`config.mk`:
```
export PLATFORM = sky130hd
export DESIGN_NAME = keypad_event_fifo_flat
export DESIGN_NICKNAME = d
export VERILOG_FILES = /design/src/rtl/keypad_event_fifo_if.sv /design/src/rtl/keypad_event_fifo.sv /design/src/flat_wrapper.sv
export SDC_FILE = /design/constraint.sdc
export NUM_CORES = 1
export LEC_CHECK = 0
export BUFFER_PORTS_ARGS = -buffer_cell sky130_fd_sc_hd__buf_4
export CAP_MARGIN = 20
export CORE_ASPECT_RATIO = 1.1
export CORE_MARGIN = 2
export CORE_UTILIZATION = 25
export CTS_BUF_LIST = sky130_fd_sc_hd__clkbuf_16
export CTS_CLUSTER_DIAMETER = 30
export DETAILED_ROUTE_END_ITERATION = 8
export PLACE_DENSITY = 0.38
export RECOVER_POWER = 25
export SYNTH_ARGS = -nofsm -noshare
export SYNTH_HDL_FRONTEND = slang
export SYNTH_SLANG_ARGS = --single-unit
```
`constraint.sdc`:
```
create_clock -name clk -period 4 [get_ports clk]
set_input_delay 0.4 -clock clk [delete_from_list [all_inputs] [get_ports clk]]
set_output_delay 0.4 -clock clk [all_outputs]
set_load 0.03 [all_outputs]
```
`src/rtl/keypad_event_fifo_if.sv`:
```
// Keypad event FIFO bus interface.
// Scanner inputs, CPU pop/flush strobes and FIFO status outputs.
interface keypad_event_fifo_if #(
    parameter int DEPTH = 8
);
    localparam int CW = $clog2(DEPTH) + 1;

    logic [3:0]    key_val;
    logic          key_down;
    logic          rd_en;
    logic          clr;
    logic [3:0]    dout;
    logic          empty;
    logic          full;
    logic [CW-1:0] count;
    logic          overflow;
    logic          irq;

    modport master (
        output key_val, key_down, rd_en, clr,
        input  dout, empty, full, count, overflow, irq
    );

    modport slave (
        input  key_val, key_down, rd_en, clr,
        output dout, empty, full, count, overflow, irq
    );
endinterface

```
`src/rtl/keypad_event_fifo.sv`:
```
// Keypad event FIFO: debounces scanner key-down into press events
// Ports: clk, rst (async high), bus (slave): key_val/key_down in,
//   rd_en/clr in, dout/empty/full/count/overflow/irq out.
module keypad_event_fifo #(
    parameter int DEPTH           = 8,
    parameter int DEBOUNCE_CYCLES = 16,
    parameter int CNT_W           = $clog2(DEBOUNCE_CYCLES) + 1
) (
    input logic                clk,
    input logic                rst,
    keypad_event_fifo_if.slave bus
);
    localparam int AW = $clog2(DEPTH);
    localparam int CW = AW + 1;

    localparam logic [CNT_W-1:0] CNT_LAST =
        CNT_W'(DEBOUNCE_CYCLES - 1);
    localparam logic [CNT_W-1:0] CNT_ONE  = CNT_W'(1);
    localparam logic [CW-1:0]    CNT_FULL = CW'(DEPTH);

    typedef enum logic [1:0] {
        RELEASED,
        PRESS_CHK,
        HELD,
        RELEASE_CHK
    } state_t;

    // two-flop synchronisers
    logic       kd_m, kd_s;
    logic [3:0] kv_m, kv_s;

    always_ff @(posedge clk or posedge rst) begin
        if (rst) begin
            kd_m <= 1'b0;
            kd_s <= 1'b0;
            kv_m <= 4'h0;
            kv_s <= 4'h0;
        end else begin
            kd_m <= bus.key_down;
            kd_s <= kd_m;
            kv_m <= bus.key_val;
            kv_s <= kv_m;
        end
    end

    // debounce FSM
    state_t           state_q, state_d;
    logic [CNT_W-1:0] cnt_q, cnt_d;
    logic             push;

    always_ff @(posedge clk or posedge rst) begin
        if (rst) begin
            state_q <= RELEASED;
            cnt_q   <= '0;
        end else begin
            state_q <= state_d;
            cnt_q   <= cnt_d;
        end
    end

    always_comb begin
        state_d = state_q;
        cnt_d   = cnt_q;
        push    = 1'b0;
        unique case (state_q)
            RELEASED: begin
                if (kd_s) begin
                    state_d = PRESS_CHK;
                    cnt_d   = CNT_ONE;
                end
            end
            PRESS_CHK: begin
                if (!kd_s) begin
                    state_d = RELEASED;
                    cnt_d   = '0;
                end else if (cnt_q == CNT_LAST) begin
                    state_d = HELD;
                    cnt_d   = '0;
                    push    = 1'b1;
                end else begin
                    cnt_d = cnt_q + 1'b1;
                end
            end
            HELD: begin
                if (!kd_s) begin
                    state_d = RELEASE_CHK;
                    cnt_d   = CNT_ONE;
                end
            end
            RELEASE_CHK: begin
                if (kd_s) begin
                    state_d = HELD;
                    cnt_d   = '0;
                end else if (cnt_q == CNT_LAST) begin
                    state_d = RELEASED;
                    cnt_d   = '0;
                end else begin
                    cnt_d = cnt_q + 1'b1;
                end
            end
            default: begin
                state_d = RELEASED;
                cnt_d   = '0;
            end
        endcase
    end

    // event FIFO
    logic [3:0]    mem [DEPTH];
    logic [AW-1:0] rd_ptr, wr_ptr;
    logic [CW-1:0] count_q;
    logic          ovf_q;
    logic          empty, full, pop, wr;

    assign empty = (count_q == '0);
    assign full  = (count_q == CNT_FULL);
    assign pop   = bus.rd_en & ~empty;
    // a full FIFO still accepts a push when the head leaves this cycle
    assign wr    = push & (~full | pop);

    always_ff @(posedge clk) begin
        if (wr && !bus.clr) begin
            mem[wr_ptr] <= kv_s;
        end
    end

    always_ff @(posedge clk or posedge rst) begin
        if (rst) begin
            rd_ptr  <= '0;
            wr_ptr  <= '0;
            count_q <= '0;
            ovf_q   <= 1'b0;
        end else if (bus.clr) begin
            rd_ptr  <= '0;
            wr_ptr  <= '0;
            count_q <= '0;
            ovf_q   <= 1'b0;
        end else begin
            if (wr) begin
                wr_ptr <= wr_ptr + 1'b1;
            end
            if (pop) begin
                rd_ptr <= rd_ptr + 1'b1;
            end
            if (wr && !pop) begin
                count_q <= count_q + 1'b1;
            end else if (pop && !wr) begin
                count_q <= count_q - 1'b1;
            end
            if (push && full && !pop) begin
                ovf_q <= 1'b1;
            end
        end
    end

    assign bus.dout     = empty ? 4'h0 : mem[rd_ptr];
    assign bus.empty    = empty;
    assign bus.full     = full;
    assign bus.count    = count_q;
    assign bus.overflow = ovf_q;
    assign bus.irq      = ~empty;
endmodule

```
`src/flat_wrapper.sv`:
```
// flat-port wrapper written by rule: the top's interface ports become plain ports
module keypad_event_fifo_flat 
#(
    parameter int DEPTH           = 8,
    parameter int DEBOUNCE_CYCLES = 16,
    parameter int CNT_W           = $clog2(DEBOUNCE_CYCLES) + 1
)
  (clk, rst, bus_key_val, bus_key_down, bus_rd_en, bus_clr, bus_dout, bus_empty, bus_full, bus_count, bus_overflow, bus_irq);
  keypad_event_fifo_if #(.DEPTH(DEPTH)) bus_i ();
  input logic clk;
  input logic rst;
  input wire logic [$bits(bus_i.key_val)-1:0] bus_key_val;
  input wire logic [$bits(bus_i.key_down)-1:0] bus_key_down;
  input wire logic [$bits(bus_i.rd_en)-1:0] bus_rd_en;
  input wire logic [$bits(bus_i.clr)-1:0] bus_clr;
  output wire logic [$bits(bus_i.dout)-1:0] bus_dout;
  output wire logic [$bits(bus_i.empty)-1:0] bus_empty;
  output wire logic [$bits(bus_i.full)-1:0] bus_full;
  output wire logic [$bits(bus_i.count)-1:0] bus_count;
  output wire logic [$bits(bus_i.overflow)-1:0] bus_overflow;
  output wire logic [$bits(bus_i.irq)-1:0] bus_irq;
  assign bus_i.key_val = bus_key_val;
  assign bus_i.key_down = bus_key_down;
  assign bus_i.rd_en = bus_rd_en;
  assign bus_i.clr = bus_clr;
  assign bus_dout = bus_i.dout;
  assign bus_empty = bus_i.empty;
  assign bus_full = bus_i.full;
  assign bus_count = bus_i.count;
  assign bus_overflow = bus_i.overflow;
  assign bus_irq = bus_i.irq;
  keypad_event_fifo #(.DEPTH(DEPTH), .DEBOUNCE_CYCLES(DEBOUNCE_CYCLES), .CNT_W(CNT_W)) u_core (.clk(clk), .rst(rst), .bus(bus_i));
endmodule
```
==> key figures, run 1 <==
Clock tree
  – CTS tree: built
  – Post-CTS Resized: 0
  – H-tree Lvls: 3
  – Reg clk slew, reported paths: approximately 50 ps
  – Clk root buf: clkbuf_16
  – Post-CTS Setup Repair Bufs: 0
  – Clock Tree Buf Depth: 2
  – Worst-Skew Late Latency: between 300 and 400 ps
  – Num CTS Buffers: 9
  – Total clock sinks: 60
  – CTS Hold Buffers Added: 0

Critical path
  – Category of the most critical setup path: reg -> reg
  – CP Max Fanout: 8
  – Worst Setup End Kind: flip-flop
  – Req. time, crit path: ~4200 ps
  – Startpoint type of the worst setup path: flip-flop
  – Worst EP arrival: 3190 ps

Layout
  – Fin nets: roughly 220
  – Share of cells above drive strength 1: 0.240
  – Area grow syn2layout: 22.3%
  – Commonest non-fill, non-tap cell in the layout: edfxtp_1
  – N_diodes: 0
  – Final Cell Area: around 0.0031 mm2
  – Most frequent cells in the layout: edfxtp_1, dfrtp_1, nor2_1
  – Final Util: 0.316

STA
  – Relative slew margins: -0.0379
  – Crit path time final: between 2000 and 3000 ps
  – Final Skew: ~5.1 ps
  – Setup violations, final: 0
  – Final Cycle Share: 0.749
  – Fmax: around 330 MHz
  – Final Slew Violations: 29
  – Slew @ Worst Pin: 1560 ps
  – RSZ-0062 raised after global routing: no
  – Final hold vios: 0
  – TNS Setup: 0 ps

Routing
  – DRC Markers: 0
  – Drt wl/cell: between 10 and 15 um
  – Iter 0 DRT Violations: 43
  – Post-route ant nets: 0
  – Final wirelength: 4820 um
  – DR pass1 iterations: 4
  – Vias per cell: 4.43
  – Vias: around 1500

GRT
  – Initial antenna violation count: 0
  – Gr ovfl total: 0
  – First-pass GRT wire length: 7870 um
  – Vias in the first global route: 1481
  – Largest net degree at the start of global routing: 29
  – Total global-route track usage: 0.0978

Floorplanning
  – Core area: 0.00989 mm2
  – Die area: 0.0110 mm2
  – Die W: approximately 100 um
  – # IOs: 21
  – Initial core utilization: 0.258
  – Die H: roughly 110 um
  – Row count: 38

Synthesis
  – Syn Inst Count: about 180
  – Synth Net Count: 190
  – Syn avg cell area: between 10 and 15 um2
  – Sequential-to-total area share from yosys stat: 0.650
  – Flops & latches, synth: 60
  – Synth unique cells: 34
  – Yosys warns: 0
  – Synth Cell Area: approximately 0.0026 mm2

Placement
  – GP Congestion: 0.717
  – Post-DP HPWL: 3370 um
  – Port bufs: 20
  – Placed Area: between 0.002 and 0.003 mm2

Flow run
  – Max_cap viols: 1

Pwr
  – Static Leak: between 0.001 and 0.0015 uW
  – Power per Cell Area: ~620 mW/mm2
  – IR drop worst, VDD: between 150 and 200 uV

Min path
  – Hold Crit Class: in -> reg

Outcome
  – Failing checks: max-capacitance violations, max-slew violations
  – Status: complete, but fails checks
==> worst max-delay path: stages, from the launching register on <==
cell and delay [ps]:
dfrtp_1 480, o41ai_4 610, o2111ai_4 270, ha_1 340
a21o_1 170, a21oi_1 260, nor3b_1 90, a221o_1 300
or3_1 360
==> sequential cells by signal (all words and copies together) (netlist names), named ones only <==
register             cells
u_core.mem              32
u_core.cnt_q             5
u_core.bus.count         4
u_core.kv_m              4
u_core.kv_s              4
u_core.rd_ptr            3
u_core.wr_ptr            3
u_core.bus.overflow      1
u_core.kd_m              1
u_core.kd_s              1
u_core.state_q           1
==> cell families after synthesis <==
kind of cell    Yosys count  share of synthesized area
flops                    60                      0.650
compound gates           21                     0.0686
xor+xnor                  8                     0.0274
fa+ha+maj                 6                     0.0323
simple gates             52                      0.104
mux                      15                     0.0984
buf+inv                  13                     0.0191
==> metrics by stage <==
step                total power, uW  cells  setup slack, ps  hold WS [ps]
floorplan                      1080    175             1060           331
global placement               1250    312             1050           335
detailed placement             1250    312              991           336
CTS                            1960    328              976           166
global route                   2030    328              783           194
finish                         1920    328             1010           204
==> synthesized netlist by cell type <==
master | n | area (um2)
a21o_1 | 2 | 15.0
a21oi_1 | 4 | 20.0
a221o_1 | 1 | 10.0
and2_1 | 2 | 12.5
and3b_1 | 1 | 8.76
and4b_1 | 2 | 20.0
clkbuf_1 | 5 | 18.8
dfrtp_1 | 28 | 701
edfxtp_1 | 32 | 961
fa_1 | 1 | 20.0
ha_1 | 5 | 62.6
inv_1 | 8 | 30.0
mux2_2 | 1 | 11.3
mux2i_1 | 6 | 60.1
mux4_2 | 8 | 180
nand2_1 | 7 | 26.3
nand2b_1 | 2 | 12.5
nand3_1 | 7 | 35.0
nand3b_1 | 1 | 7.51
nor2_1 | 20 | 75.1
nor3_1 | 3 | 15.0
nor3b_1 | 1 | 7.51
nor4_1 | 2 | 12.5
o2111ai_1 | 1 | 8.76
o2111ai_4 | 1 | 26.3
o211a_2 | 1 | 10.0
o21a_1 | 1 | 7.51
o21ai_0 | 7 | 35.0
o31ai_1 | 2 | 15.0
o41ai_4 | 1 | 27.5
or3_1 | 3 | 18.8
or4b_4 | 1 | 13.8
xnor2_1 | 2 | 17.5
xor2_1 | 6 | 52.6
==> area by class of cell <==
class / instances / area, um2
timing repair buffer: 22 / 161
clock inverter: 7 / 52.6
multi-input combinational: 102 / 845
fill: 998 / 6760
inverter: 8 / 30.0
clock buffer: 9 / 225
sequential: 60 / 1660
tap: 120 / 150
==> power breakdown <==
part / internal (uW) / leakage, uW / switching (uW) / total, uW
sequential: 683 / 0.000644 / 88.5 / 772
clock: 421 / 0.000136 / 281 / 702
combinational: 205 / 0.000440 / 246 / 451
total: 1310 / 0.00122 / 615 / 1920
==> routing by layer <==
| layer | global-route usage | vias up | share of wire |
|---|---|---|---|
| met1 | 0.128 | 716 | 0.49 |
| li1 | - | 709 | - |
| met5 | 0 | - | 0 |
| met4 | 0.0499 | 0 | 0.0089 |
| met3 | 0.0322 | 4 | 0.035 |
| met2 | 0.145 | 25 | 0.46 |
==> final timing paths <==
| check | cells past startpoint | from | to | slack, ps |
|---|---|---|---|---|
| worst max-delay path | 8 | u_core.bus.count[0]$_DFFE_PP0P_ | u_core.bus.count[3]$_DFFE_PP0P_ | 1010 |
| worst max register to register | 8 | u_core.bus.count[0]$_DFFE_PP0P_ | u_core.bus.count[3]$_DFFE_PP0P_ | 1010 |
| min in group asynchronous | 3 | rst | u_core.kv_m[3]$_DFF_PP0_ | 620 |
| max in group asynchronous | 3 | rst | u_core.wr_ptr[0]$_DFFE_PP0P_ | 2470 |
| worst min register to register | 0 | u_core.kd_m$_DFF_PP0_ | u_core.kd_s$_DFF_PP0_ | 350 |
| worst min-delay path | 1 | bus_key_val[3] | u_core.kv_m[3]$_DFF_PP0_ | 200 |
Note: power is estimated with default switching activity, not from simulation.
==> run 2, diff against run 1 <==
Clock period 4 ns to 3 ns, I/O delays scaled along.
==> key figures, run 2 (synthesis results as in run 1) <==
Layout
  – Area grow syn2layout: 25.8%
  – Commonest non-fill, non-tap cell in the layout: edfxtp_1
  – N_diodes: 0 (unchanged)
  – Number of flip-flops in the largest register: 32 (unchanged)
  – Final Util: 0.325 (+0.00886)
  – Share of cells above drive strength 1: 0.273 (+0.0328)
  – Largest registers: u_core.mem (32), u_core.cnt_q (5)
  – Fin nets: 226 (+3.7%)
  – Most frequent cells in the layout: edfxtp_1, dfrtp_1, buf_4
  – Largest Register: u_core.mem

Critical path
  – Category of the most critical setup path: reg -> reg
  – Worst R2R Setup Slack: 150 ps (-860 ps)
  – FF-to-FF End: u_core.bus.count[3]$_DFFE_PP0P_
  – CP top delay family: simple AND/OR/NAND/NOR gates
  – Worst path cell trace: or4b_4 > o2111ai_4 > ha_1 > a21o_1 > a21oi_1 > nor3b_1 > a221o_1 > or3_1
  – Worst Setup End Kind: flip-flop
  – Critical path launch point: u_core.bus.count[0]$_DFFE_PP0P_
  – CP Max Fanout: 5 (-3)
  – Crit path largest cell delay: 600 ps (about the same)
  – Req. time, crit path: 3200 ps (-1000 ps)
  – Buf/Inv on CP: 0 (unchanged)
  – Critical path depth: 8 (unchanged)
  – Worst EP arrival: 3050 ps (-140 ps)
  – End point of the critical path: u_core.bus.count[3]$_DFFE_PP0P_
  – Slowest cell on crit path: or4b_4
  – Worst r2r src: u_core.bus.count[0]$_DFFE_PP0P_
  – R2R depth: 8 (unchanged)
  – Startpoint type of the worst setup path: flip-flop

STA
  – RSZ-0062 raised after global routing: no
  – Crit path time final: 2850 ps (-142 ps)
  – Final WS setup: 147 ps (-858 ps)
  – Fmax: 351 MHz (+5.0%)
  – Relative slew margins: 0.594 (+0.632)
  – Final hold vios: 0 (unchanged)
  – Final Skew: 3.14 ps (-1.93 ps)
  – Final Cycle Share: 0.951 (+0.202)
  – Slew @ Worst Pin: 608 ps (-949 ps)
  – TNS Setup: 0 ps (unchanged)
  – Final Slew Violations: 0 (-100%)
  – Setup violations, final: 0 (unchanged)

Pwr
  – Static Leak: 0.00127 uW (+4.1%)
  – Seq pwr share: 0.367 (-0.034)
  – Power per Cell Area: 834 mW/mm2 (+35%)
  – Total Power: 2680 uW (+39%)
  – Logic gate share of total power: 0.255 (+0.021)
  – IR drop worst, VDD: 250 uV (+31%)
  – Sw frac: 0.305 (-0.0149)
  – Internal Power: 1860 uW (+42%)
  – Clock Power Share: 0.377 (+0.012)
  – Switch Pwr: 817 uW (+33%)

Clock tree
  – Clock Tree Buf Depth: 2 (unchanged)
  – Total clock sinks: 60 (unchanged)
  – Clk root buf: clkbuf_16
  – Worst-Skew Late Latency: 320 ps (about the same)
  – Post-CTS Resized: 0 (unchanged)
  – CTS tree: built
  – Post-CTS Setup Repair Bufs: 0 (unchanged)
  – H-tree Lvls: 3 (unchanged)
  – CTS Hold Buffers Added: 0 (unchanged)
  – Num CTS Buffers: 9 (unchanged)
  – Reg clk slew, reported paths: 50 ps (about the same)

GRT
  – Initial antenna violation count: 0 (unchanged)
  – Vias in the first global route: 1504 (+1.6%)
  – Largest net degree at the start of global routing: 16 (-45%)
  – Total global-route track usage: 0.0989 (+0.00115)
  – First-pass GRT wire length: 7870 um (about the same)
  – Gr ovfl total: 0 (unchanged)

Floorplanning
  – Die W: 100 um (unchanged)
  – Core area: 0.00989 mm2 (unchanged)
  – # IOs: 21 (unchanged)
  – Row count: 38 (unchanged)
  – Die area: 0.0110 mm2 (unchanged)
  – Initial core utilization: 0.258 (unchanged)
  – Die H: 110 um (unchanged)

Routing
  – Vias per cell: 4.30 (-2.9%)
  – DRC Markers: 0 (unchanged)
  – Vias: 1446 (-0.55%)
  – Post-route ant nets: 0 (unchanged)
  – Drt wl/cell: 14.3 um (-2.3%)
  – Final wirelength: 4820 um (about the same)
  – Iter 0 DRT Violations: 73 (+70%)
  – DR pass1 iterations: 4 (unchanged)

Min path
  – Hold Crit Class: in -> async

Flow run
  – Max_cap viols: 0 (-1)

Outcome
  – Status: complete, no violations

Placement
  – GP Congestion: 0.711 (-0.92%)
  – Post-DP HPWL: 3520 um (+4.4%)
  – Setup Slack @ Placement: 152 ps (-839 ps)
  – Port bufs: 20 (unchanged)
-- run 2: cell types whose count changed in the layout (fill, tap and decap cells not counted) --
cell / delta
clkinvlp_4: +1
clkinv_4: -1
clkinv_2: -1
buf_4: +9
bufinv_16: +1
clkbuf_1: -1
-- run 2: power by group through the flow --
stage	Combinational (uW)	Sequential, uW	Clock, uW
2_1_floorplan	413	1030	0
3_3_place_gp	693	1000	0
3_5_place_dp	697	1010	0
4_1_cts	699	989	1050
5_1_grt	751	997	1080
6_report	684	985	1010
-- run 2: area by class of cell --
cell class / instances / area [um2]
Clock buffer: 9 / 225
Clock inverter: 7 / 76.3
Sequential cell: 60 / 1660
Inverter: 8 / 30.0
Tap cell: 120 / 150
Fill cell: 990 / 6680
Timing Repair Buffer: 30 / 225
Multi-Input combinational cell: 102 / 845
-- run 2: how the worst min path moves through the flow --
stage          slack [ps]  cells past startpoint                       end
2_1_floorplan         330                      0     u_core.kd_s$_DFF_PP0_
3_3_place_gp          340                      0  u_core.kv_s[0]$_DFF_PP0_
3_5_place_dp          340                      0     u_core.kd_s$_DFF_PP0_
4_1_cts                70                      2  u_core.kv_m[2]$_DFF_PP0_
5_1_grt                90                      1  u_core.kv_m[2]$_DFF_PP0_
6_report               50                      2  u_core.kv_m[2]$_DFF_PP0_
-- run 2: stage by stage --
| stage | instance area, um2 | hold WS (ps) | std cells |
|---|---|---|---|
| after floorplan | 2550 | 331 | 175 |
| after global placement | 2910 | 337 | 320 |
| after detailed placement | 2910 | 338 | 320 |
| after CTS | 3210 | 70.0 | 336 |
| after global routing | 3210 | 90.4 | 336 |
| final | 3210 | 50.4 | 336 |
-- run 2: metal layers --
layer	track usage	up-vias	wire, um
met3	0.0246	9	125
met1	0.127	693	2320
li1	-	721	-
met4	0.0587	0	102
met5	0	-	0
met2	0.152	23	2280
==> run 3, diff against run 2 <==
Clock period 3 ns to 3.65 ns, I/O delays scaled along.
==> key figures, run 3 (synthesis results as in run 1) <==
Layout
  – Most frequent cells in the layout: edfxtp_1, dfrtp_1, nor2_1
  – Largest registers: u_core.mem (32), u_core.cnt_q (5)
  – Area grow syn2layout: 22.8%
  – Fill cells: 996 (+0.61%)
  – Final Cell Area: 0.00314 mm2 (-2.4%)
  – Largest Register: u_core.mem
  – Number of flip-flops in the largest register: 32 (unchanged)
  – Fin nets: 219 (-3.1%)
  – Multi-input gate area: 845 um2 (unchanged)
  – Register Area: 0.00166 mm2 (unchanged)
  – Commonest non-fill, non-tap cell in the layout: edfxtp_1
  – Share of cells above drive strength 1: 0.249 (-0.0243)
  – N_diodes: 0 (unchanged)
  – Final non-filler cell total: 329 (-2.1%)

Routing
  – Drt wl/cell: 14.7 um (+2.3%)
  – Vias per cell: 4.38 (+1.8%)
  – DRC Markers: 0 (unchanged)
  – Final wirelength: 4830 um (+0.15%)
  – DR pass1 iterations: 4 (unchanged)
  – Post-route ant nets: 0 (unchanged)
  – Iter 0 DRT Violations: 51 (-30%)
  – Vias: 1442 (-0.28%)

Floorplanning
  – Die W: 100 um (unchanged)
  – # IOs: 21 (unchanged)
  – Initial core utilization: 0.258 (unchanged)
  – Die area: 0.0110 mm2 (unchanged)
  – Core area: 0.00989 mm2 (unchanged)
  – Die H: 110 um (unchanged)
  – Row count: 38 (unchanged)

STA
  – Hold slack final: 172 ps (+122 ps)
  – RSZ-0062 raised after global routing: no
  – Final Skew: 5.02 ps (+1.88 ps)
  – Slew @ Worst Pin: 852 ps (+244 ps)
  – Setup violations, final: 0 (unchanged)
  – Fmax: 329 MHz (-6.2%)
  – Final hold vios: 0 (unchanged)
  – Relative slew margins: 0.431 (-0.163)
  – Crit path time final: 3040 ps (+190 ps)
  – Final Cycle Share: 0.833 (-0.117)
  – TNS Setup: 0 ps (unchanged)
  – Final Slew Violations: 0 (unchanged)

Critical path
  – Buf/Inv on CP: 0 (unchanged)
  – R2R depth: 8 (unchanged)
  – Worst r2r src: u_core.bus.count[0]$_DFFE_PP0P_
  – Req. time, crit path: 3850 ps (+650 ps)
  – CP Max Fanout: 8 (+3)
  – Startpoint type of the worst setup path: flip-flop
  – Worst Setup End Kind: flip-flop
  – Category of the most critical setup path: reg -> reg
  – Crit path largest cell delay: 640 ps (+40 ps)
  – Worst EP arrival: 3240 ps (+190 ps)
  – Worst path cell trace: o41ai_4 > o2111ai_4 > ha_1 > a21o_1 > a21oi_1 > nor3b_1 > a221o_1 > or3_1
  – FF-to-FF End: u_core.bus.count[3]$_DFFE_PP0P_
  – Worst R2R Setup Slack: 610 ps (+460 ps)
  – Slowest cell on crit path: o41ai_4
  – CP top delay family: compound AO/OA/AOI/OAI gates

Min path
  – WHS Endpoint: u_core.kv_m[3]$_DFF_PP0_
  – Hold Crit Class: in -> reg
  – Hold depth: 1
  – HP Start: bus_key_val[3]

Pwr
  – Internal Power: 1440 uW (-23%)
  – Power per Cell Area: 672 mW/mm2 (-19%)
  – Logic gate share of total power: 0.236 (-0.019)
  – IR drop worst, VDD: 176 uV (-30%)
  – Sw frac: 0.319 (+0.0142)
  – Total Power: 2110 uW (-21%)
  – Clock Power Share: 0.363 (-0.014)
  – Switch Pwr: 672 uW (-18%)
  – Seq pwr share: 0.401 (+0.034)
  – Static Leak: 0.00123 uW (-3.2%)

Clock tree
  – Post-CTS Setup Repair Bufs: 0 (unchanged)
  – CTS Hold Buffers Added: 0 (unchanged)
  – Num CTS Buffers: 9 (unchanged)
  – Total clock sinks: 60 (unchanged)
  – Worst-Skew Late Latency: 320 ps (about the same)
  – H-tree Lvls: 3 (unchanged)
  – Reg clk slew, reported paths: 60 ps (about the same)
  – Post-CTS Resized: 0 (unchanged)
  – Clock Tree Buf Depth: 2 (unchanged)
  – Clk root buf: clkbuf_16
  – CTS tree: built

GRT
  – Initial antenna violation count: 0 (unchanged)
  – First-pass GRT wire length: 8110 um (+3.1%)
  – Gr ovfl total: 0 (unchanged)
  – Vias in the first global route: 1558 (+3.6%)
  – Largest net degree at the start of global routing: 23 (+7)
  – Total global-route track usage: 0.0996 (+0.000691)

Placement
  – Placed Area: 0.00286 mm2 (-1.8%)
  – Port bufs: 20 (unchanged)
  – Post-DP HPWL: 3400 um (-3.2%)
  – Inst Count DP: 313 (-2.2%)
  – GP Congestion: 0.720 (+1.3%)

Flow run
  – Max_cap viols: 0 (unchanged)

Outcome
  – Status: complete, no violations
run 3: how the worst max path moves through the flow:
stage,start,endpoint,slack (ps),depth (start not counted)
detailed placement,u_core.bus.count[0]$_DFFE_PP0P_,u_core.bus.count[3]$_DFFE_PP0P_,630,8
global route,u_core.bus.count[0]$_DFFE_PP0P_,u_core.bus.count[3]$_DFFE_PP0P_,440,8
global placement,u_core.bus.count[0]$_DFFE_PP0P_,u_core.bus.count[3]$_DFFE_PP0P_,690,8
finish,u_core.bus.count[0]$_DFFE_PP0P_,u_core.bus.count[3]$_DFFE_PP0P_,610,8
CTS,u_core.bus.count[0]$_DFFE_PP0P_,u_core.bus.count[3]$_DFFE_PP0P_,630,8
floorplan,u_core.bus.count[0]$_DFFE_PP0P_,u_core.bus.count[3]$_DFFE_PP0P_,710,8
run 3: layer usage:
layer / wire, um / global-route usage / vias up
met3: 125 / 0.0265 / 6
met4: 69 / 0.0558 / 0
met1: 2330 / 0.126 / 709
met5: 0 / 0 / -
met2: 2300 / 0.156 / 19
li1: - / - / 708
run 3: final cells by class:
class                   instances  share of cell area
inverters                       8             0.00957
flip-flops and latches         60               0.530
repair buffers                 23              0.0550
multi-input cells             102               0.269
well taps                     120              0.0479
clock buffers                   9              0.0718
clock inverters                 7              0.0168
run 3: worst register-to-register path, stage by stage (launching register included):
cell and delay, ps:
dfrtp_1 480, o41ai_4 640, o2111ai_4 280, ha_1 340
a21o_1 170, a21oi_1 270, nor3b_1 90, a221o_1 290
or3_1 360
run 3: stage by stage:
stage,setup WS (ps),utilization
6_report,608,0.317
5_1_grt,438,0.317
4_1_cts,629,0.317
3_5_place_dp,634,0.289
3_3_place_gp,689,0.289
2_1_floorplan,707,-
run 3: power groups by stage:
stage | registers, uW | clock network, uW | logic, uW
after floorplan | 843 | 0 | 340
after global placement | 858 | 0 | 511
after detailed placement | 862 | 0 | 504
after CTS | 849 | 794 | 506
after global routing | 858 | 824 | 540
final | 845 | 765 | 498
